--- src/rtl/stage_monitor.sv ---
// ---------------------------------------------------------------------------
// stage_monitor
//
// Watches the write-enable strobes of the multi-cycle stage sequencer and
// checks that they follow the nine-phase order IF, IF_ID, ID, ID_EX, EX_MEM,
// MEM, MEM_WB, WB, WB_IF. When a cycle breaks the expected pattern, the
// violation is reported one cycle later. The monitor then drops to UNLOCKED
// until it can resynchronise on an isolated if_id_wren.
//
// Ports:
//   clk, reset_n        clock and synchronous active-low reset
//   stage_reset_n       sequencer run indicator (low = sequencer in INIT)
//   *_wren              stage strobes, sampled every cycle
//   clr_counters        synchronous clear of counters and err_sticky
//   phase, locked       tracked phase (15 = UNLOCKED) and lock status
//   err_pulse           one-cycle pulse per violation
//   err_code, err_phase classification and expected phase of last violation
//   err_sticky          set on any violation until reset/clear
//   instr_count         completed instruction cycles (wraps)
//   cycle_count         cycles sampled with stage_reset_n high (wraps)
//   err_count           violations counted (saturates)
// ---------------------------------------------------------------------------
module stage_monitor #(
    parameter int CNT_W = 32,
    parameter int ERR_W = 16
) (
    input  logic             clk,
    input  logic             reset_n,
    input  logic             stage_reset_n,
    input  logic             pc_wren,
    input  logic             wb_if_wren,
    input  logic             if_id_wren,
    input  logic             id_ex_wren,
    input  logic             ex_mem_wren,
    input  logic             mem_wb_wren,
    input  logic             ram_wren,
    input  logic             reg_wren,
    input  logic             clr_counters,
    output logic [3:0]       phase,
    output logic             locked,
    output logic             err_pulse,
    output logic [1:0]       err_code,
    output logic [3:0]       err_phase,
    output logic             err_sticky,
    output logic [CNT_W-1:0] instr_count,
    output logic [CNT_W-1:0] cycle_count,
    output logic [ERR_W-1:0] err_count
);

    typedef enum logic [3:0] {
        PH_IF       = 4'd0,
        PH_IF_ID    = 4'd1,
        PH_ID       = 4'd2,
        PH_ID_EX    = 4'd3,
        PH_EX_MEM   = 4'd4,
        PH_MEM      = 4'd5,
        PH_MEM_WB   = 4'd6,
        PH_WB       = 4'd7,
        PH_WB_IF    = 4'd8,
        PH_UNLOCKED = 4'd15
    } phase_e;

    // Strobe bit positions inside the packed strobe vector.
    localparam logic [7:0] ST_PC     = 8'h01;
    localparam logic [7:0] ST_WB_IF  = 8'h02;
    localparam logic [7:0] ST_IF_ID  = 8'h04;
    localparam logic [7:0] ST_ID_EX  = 8'h08;
    localparam logic [7:0] ST_EX_MEM = 8'h10;
    localparam logic [7:0] ST_MEM_WB = 8'h20;
    localparam logic [7:0] ST_RAM    = 8'h40;
    localparam logic [7:0] ST_REG    = 8'h80;

    phase_e             phase_q, phase_d;
    logic               locked_q, locked_d;
    logic               err_pulse_q, err_pulse_d;
    logic [1:0]         err_code_q, err_code_d;
    logic [3:0]         err_phase_q, err_phase_d;
    logic               err_sticky_q, err_sticky_d;
    logic [CNT_W-1:0]   instr_q, instr_d;
    logic [CNT_W-1:0]   cycle_q, cycle_d;
    logic [ERR_W-1:0]   err_count_q, err_count_d;

    logic [7:0]         strobes;
    logic [7:0]         expected;
    logic [7:0]         allowed;
    logic               multiHit;
    logic               missingHit;
    logic               extraHit;
    logic [1:0]         violCode;

    assign strobes = {reg_wren, ram_wren, mem_wb_wren, ex_mem_wren,
                      id_ex_wren, if_id_wren, wb_if_wren, pc_wren};

    // Expected strobe for the current phase. pc_wren is tolerated only as a
    // companion in WB_IF, so it widens the allowed set there but is never
    // itself the strobe whose absence counts as missing.
    always_comb begin
        expected = 8'h00;
        case (phase_q)
            PH_IF_ID:  expected = ST_IF_ID;
            PH_ID_EX:  expected = ST_ID_EX;
            PH_EX_MEM: expected = ST_EX_MEM;
            PH_MEM:    expected = ST_RAM;
            PH_MEM_WB: expected = ST_MEM_WB;
            PH_WB:     expected = ST_REG;
            PH_WB_IF:  expected = ST_WB_IF;
            default:   expected = 8'h00;
        endcase
    end

    assign allowed    = expected | ((phase_q == PH_WB_IF) ? ST_PC : 8'h00);
    assign multiHit   = ($countones(strobes) > 1) &&
                        !((phase_q == PH_WB_IF) && (strobes == (ST_PC | ST_WB_IF)));
    assign missingHit = (expected != 8'h00) && ((strobes & expected) == 8'h00);
    assign extraHit   = (strobes & ~allowed) != 8'h00;
    assign violCode   = multiHit   ? 2'd3 :
                        missingHit ? 2'd2 :
                        extraHit   ? 2'd1 : 2'd0;

    // Next-state logic: tracking, checking, error capture and counters.
    // clr_counters is applied last so it beats any same-cycle increment,
    // while a same-cycle violation can still re-arm err_sticky.
    always_comb begin
        phase_d      = phase_q;
        locked_d     = locked_q;
        err_pulse_d  = 1'b0;
        err_code_d   = err_code_q;
        err_phase_d  = err_phase_q;
        err_sticky_d = err_sticky_q;
        instr_d      = instr_q;
        cycle_d      = cycle_q;
        err_count_d  = err_count_q;

        if (!stage_reset_n) begin
            phase_d  = PH_IF;
            locked_d = 1'b1;
        end else begin
            cycle_d = cycle_q + 1'b1;
            if (phase_q == PH_UNLOCKED) begin
                if (strobes == ST_IF_ID) begin
                    phase_d  = PH_ID;
                    locked_d = 1'b1;
                end
            end else if (violCode != 2'd0) begin
                phase_d      = PH_UNLOCKED;
                locked_d     = 1'b0;
                err_pulse_d  = 1'b1;
                err_code_d   = violCode;
                err_phase_d  = phase_q;
                err_sticky_d = 1'b1;
                if (err_count_q != {ERR_W{1'b1}}) begin
                    err_count_d = err_count_q + 1'b1;
                end
            end else if (phase_q == PH_WB_IF) begin
                phase_d = PH_IF;
                instr_d = instr_q + 1'b1;
            end else begin
                phase_d = phase_e'(phase_q + 4'd1);
            end
        end

        if (clr_counters) begin
            instr_d      = '0;
            cycle_d      = '0;
            err_count_d  = '0;
            err_sticky_d = err_pulse_d;
        end
    end

    // State register with synchronous active-low reset.
    always_ff @(posedge clk) begin
        if (!reset_n) begin
            phase_q      <= PH_IF;
            locked_q     <= 1'b1;
            err_pulse_q  <= 1'b0;
            err_code_q   <= 2'd0;
            err_phase_q  <= 4'd0;
            err_sticky_q <= 1'b0;
            instr_q      <= '0;
            cycle_q      <= '0;
            err_count_q  <= '0;
        end else begin
            phase_q      <= phase_d;
            locked_q     <= locked_d;
            err_pulse_q  <= err_pulse_d;
            err_code_q   <= err_code_d;
            err_phase_q  <= err_phase_d;
            err_sticky_q <= err_sticky_d;
            instr_q      <= instr_d;
            cycle_q      <= cycle_d;
            err_count_q  <= err_count_d;
        end
    end

    assign phase       = phase_q;
    assign locked      = locked_q;
    assign err_pulse   = err_pulse_q;
    assign err_code    = err_code_q;
    assign err_phase   = err_phase_q;
    assign err_sticky  = err_sticky_q;
    assign instr_count = instr_q;
    assign cycle_count = cycle_q;
    assign err_count   = err_count_q;

endmodule
--- config.mk ---
export PLATFORM = sky130hd
export DESIGN_NAME = stage_monitor
export DESIGN_NICKNAME = d
export VERILOG_FILES = /design/src/rtl/stage_monitor.sv
export SDC_FILE = /design/constraint.sdc
export NUM_CORES = 1
export LEC_CHECK = 0
export CORE_MARGIN = 2
export CORE_UTILIZATION = 55
export CTS_CLUSTER_SIZE = 14
export DETAILED_ROUTE_END_ITERATION = 10
export PLACE_DENSITY_LB_ADDON = 0.12
export SKIP_CTS_REPAIR_TIMING = 1
export SLEW_MARGIN = 20
export SYNTH_ARGS = -nofsm -noshare
export SYNTH_HDL_FRONTEND = slang
export SYNTH_SLANG_ARGS = --single-unit
--- constraint.sdc ---
create_clock -name clk -period 7.6 [get_ports clk]
set_input_delay 1.52 -clock clk [delete_from_list [all_inputs] [get_ports clk]]
set_output_delay 1.52 -clock clk [all_outputs]
set_load 0.03 [all_outputs]
==> run summary <==
crit end category -> flip-flop
GRT overflow -> 0
area occupied by multi-input gates -> 0.00273 mm^2
crit path cell chain -> clkdlybuf4s50_1 -> fa_1 -> inv_1 -> fa_1 -> fa_1 -> inv_1 -> ha_1 -> inv_1 -> fa_1 -> nor4bb_1 -> nand2_1 -> a31oi_1 -> nand4_2 -> or4_1 -> a21oi_1
Die Wd -> 97.8 um
Longest Clk Path Bufs -> 2
Cell Pwr Density -> 158 mW/mm^2
final setup fails -> 0
CP Max Fanout -> 16
DRT iter0 DRCs -> 206
Critical Path Max Stage Delay -> 610 ps
Clock Latency Late Sink -> 350 ps
Worst EP required -> 7870 ps
Placement Rows -> 34
clock root buffer -> clkbuf_8
LEAKAGE -> 2.00 nW
DR top layer -> met4
Final HPWL DP -> 8340 um
Max transition margin -> 28.6%
register area -> 0.00186 mm^2
total power -> 0.963 mW
RSZ-0062 raised after global routing -> no
Worst Skew -> 13.9 ps
slowest cell on the critical path -> or4_1
area of the mapped netlist -> 0.00484 mm^2
total I/O pin count -> 105
Sink Count -> 93
CTS tree -> built
delay-heaviest family, CP -> adder cells
post-synthesis average cell area -> 8.36 um^2
Peak VDD IR -> 0.104 mV
routed length per instance -> 15.1 um
CP arrival -> 6250 ps
pin count of the biggest net entering global routing -> 81
DR vias/cell -> 5.95
I/O Buffers -> 104
met3 routed WL -> 684 um
max cap viols -> 0
Slew @ Worst Pin -> 1060 ps
CP bufs+invs -> 4
count of state elements after synthesis -> 93
Initial Util -> 56.1%
Post-synth EDFFs -> 0
die area -> 0.00957 mm^2
Startpoint Class -> input port
routability cong. -> 0.861
met2 WL -> 5760 um
max-slew violation count -> 0
final core occ -> 70.7%
Nets -> 695
Area growth, synth to finish -> 26.0%
met1 WL -> 5220 um
critical path class -> in -> reg
Detail Route Antenna Nets -> 0
die height -> 97.8 um
Peak Freq -> 167 MHz
core area -> 0.00864 mm^2
most common cell after layout, fill and taps aside -> clkdlybuf4s50_1
WL final -> 11800 um
share of cells above drive strength 1 -> 5.51%
CTS H-tree depth -> 3
setup TNS -> 0 ps
Synthesis Warnings -> 0
Post-Syn Nets -> 607
Cells after Synth -> 579
Seq/Total Area, Yosys -> 38.4%
min Tclk post-route -> 5980 ps
total track usage -> 24.6%
Async SR Flop Fraction -> 0%
vias in the first global route -> 4382
Final Hold Fails -> 0
status -> completed
first-pass GRT wire length -> 20200 um
most frequent cells in the layout -> clkdlybuf4s50_1 (104), dfxtp_1 (93), a21oi_1 (56)
Hold WC Path Type -> reg -> reg
ys flop type -> dfxtp_1
CP most frequent cell -> fa_1
DR pass1 iterations -> 5
FILL cells -> 730
DR DRC count -> 0
fin crit share -> 78.7%
Num CTS Buffers -> 9
initial antenna violation count -> 0
DR vias -> 4644
clock-pin slew on the worst setup and hold paths -> 90 ps
Antenna diodes -> 0
post-synthesis cell type count -> 63
==> worst paths after layout <==
| check | slack, ps | endpoint | start | depth (start not counted) |
|---|---|---|---|---|
| max | 1620 | instr_count[31] | pc_wren | 15 |
| min | 460 | err_code[0] | err_code[0] | 2 |
| max reg2reg | 4580 | instr_count[31] | phase[0] | 8 |
| min reg2reg | 460 | err_code[0] | err_code[0] | 2 |
==> metrics by stage <==
step	setup WS [ps]	hold WS, ps	instance area (um^2)	cells
2_1_floorplan	2280	568	4840	579
3_3_place_gp	1460	434	5880	764
3_5_place_dp	1290	438	5880	764
4_1_cts	1640	456	6100	780
5_1_grt	1360	481	6100	780
6_report	1620	455	6100	780
==> area by class of cell <==
type,instances,share of cell area [%]
tap,108,2.21
clock inverter,7,1.62
sequential,93,30.5
multi-input combinational,431,44.7
inverter,26,1.60
timing repair buffer,106,17.3
clock buffer,9,2.03
==> Yosys cell counts (2+ instances only) <==
cell,count,area (um^2)
a211oi_1,2,15.0
a21boi_1,4,30.0
a21oi_1,56,280
a31oi_1,3,18.8
and2_1,2,12.5
and3_1,16,100
and4_1,6,52.6
buf_1,3,11.3
buf_2,8,40.0
buf_6,3,33.8
clkbuf_1,13,48.8
dfxtp_1,93,1860
fa_1,4,80.1
ha_1,12,150
inv_1,26,97.6
nand2_1,44,165
nand2b_1,6,37.5
nand3_1,25,125
nand3b_1,4,30.0
nand4_1,24,150
nor2_1,42,158
nor2b_1,3,18.8
nor3_1,5,25.0
nor4_1,2,12.5
nor4_2,2,25.0
o21ai_0,32,160
o21ai_1,7,35.0
o22ai_1,3,18.8
o31ai_1,19,143
or2_2,2,12.5
or3_1,34,213
or4_1,19,143
xnor2_1,11,96.3
xor2_1,15,131
==> power breakdown <==
group	internal [mW]	total, mW	switching (mW)
Combinational	0.0382	0.0970	0.0587
Clock	0.188	0.368	0.180
Sequential	0.492	0.498	0.00621
==> worst reg2reg max path, cell delays in order, from the launching register on <==
cell and delay [ps]:
dfxtp_1 510, inv_1 150, ha_1 320, nand2b_1 100, a21oi_1 80, o211ai_1 570
nand4_2 440, or4_1 610, a21oi_1 160
==> registers in the layout (all words and copies together), names as in the netlist <==
register     flops
locked           1
err_count       16
err_code         2
err_phase        4
err_sticky       1
cycle_count     32
instr_count     32
err_pulse        1
phase            4
==> cell families (layout without fill, tap and decap cells) <==
| logic type | Yosys count | after routing | synth area share (%) |
|---|---|---|---|
| and+or+nand+nor | 245 | 245 | 28.7 |
| AOI/OAI and AO/OA | 142 | 142 | 17.7 |
| DFF | 93 | 93 | 38.4 |
| buffers and inverters | 55 | 148 | 5.22 |
| xor gates and xnor gates | 26 | 26 | 4.70 |
| adders and majority gates | 16 | 16 | 4.75 |
| muxes | 2 | 2 | 0.439 |
==> routing by layer <==
layer | vias up | global-route usage (%)
li1 | 2283 | -
met5 | - | 0
met3 | 13 | 4.29
met1 | 2208 | 32.0
met4 | 0 | 7.16
met2 | 140 | 42.1
(Power assumes the default switching activity.)
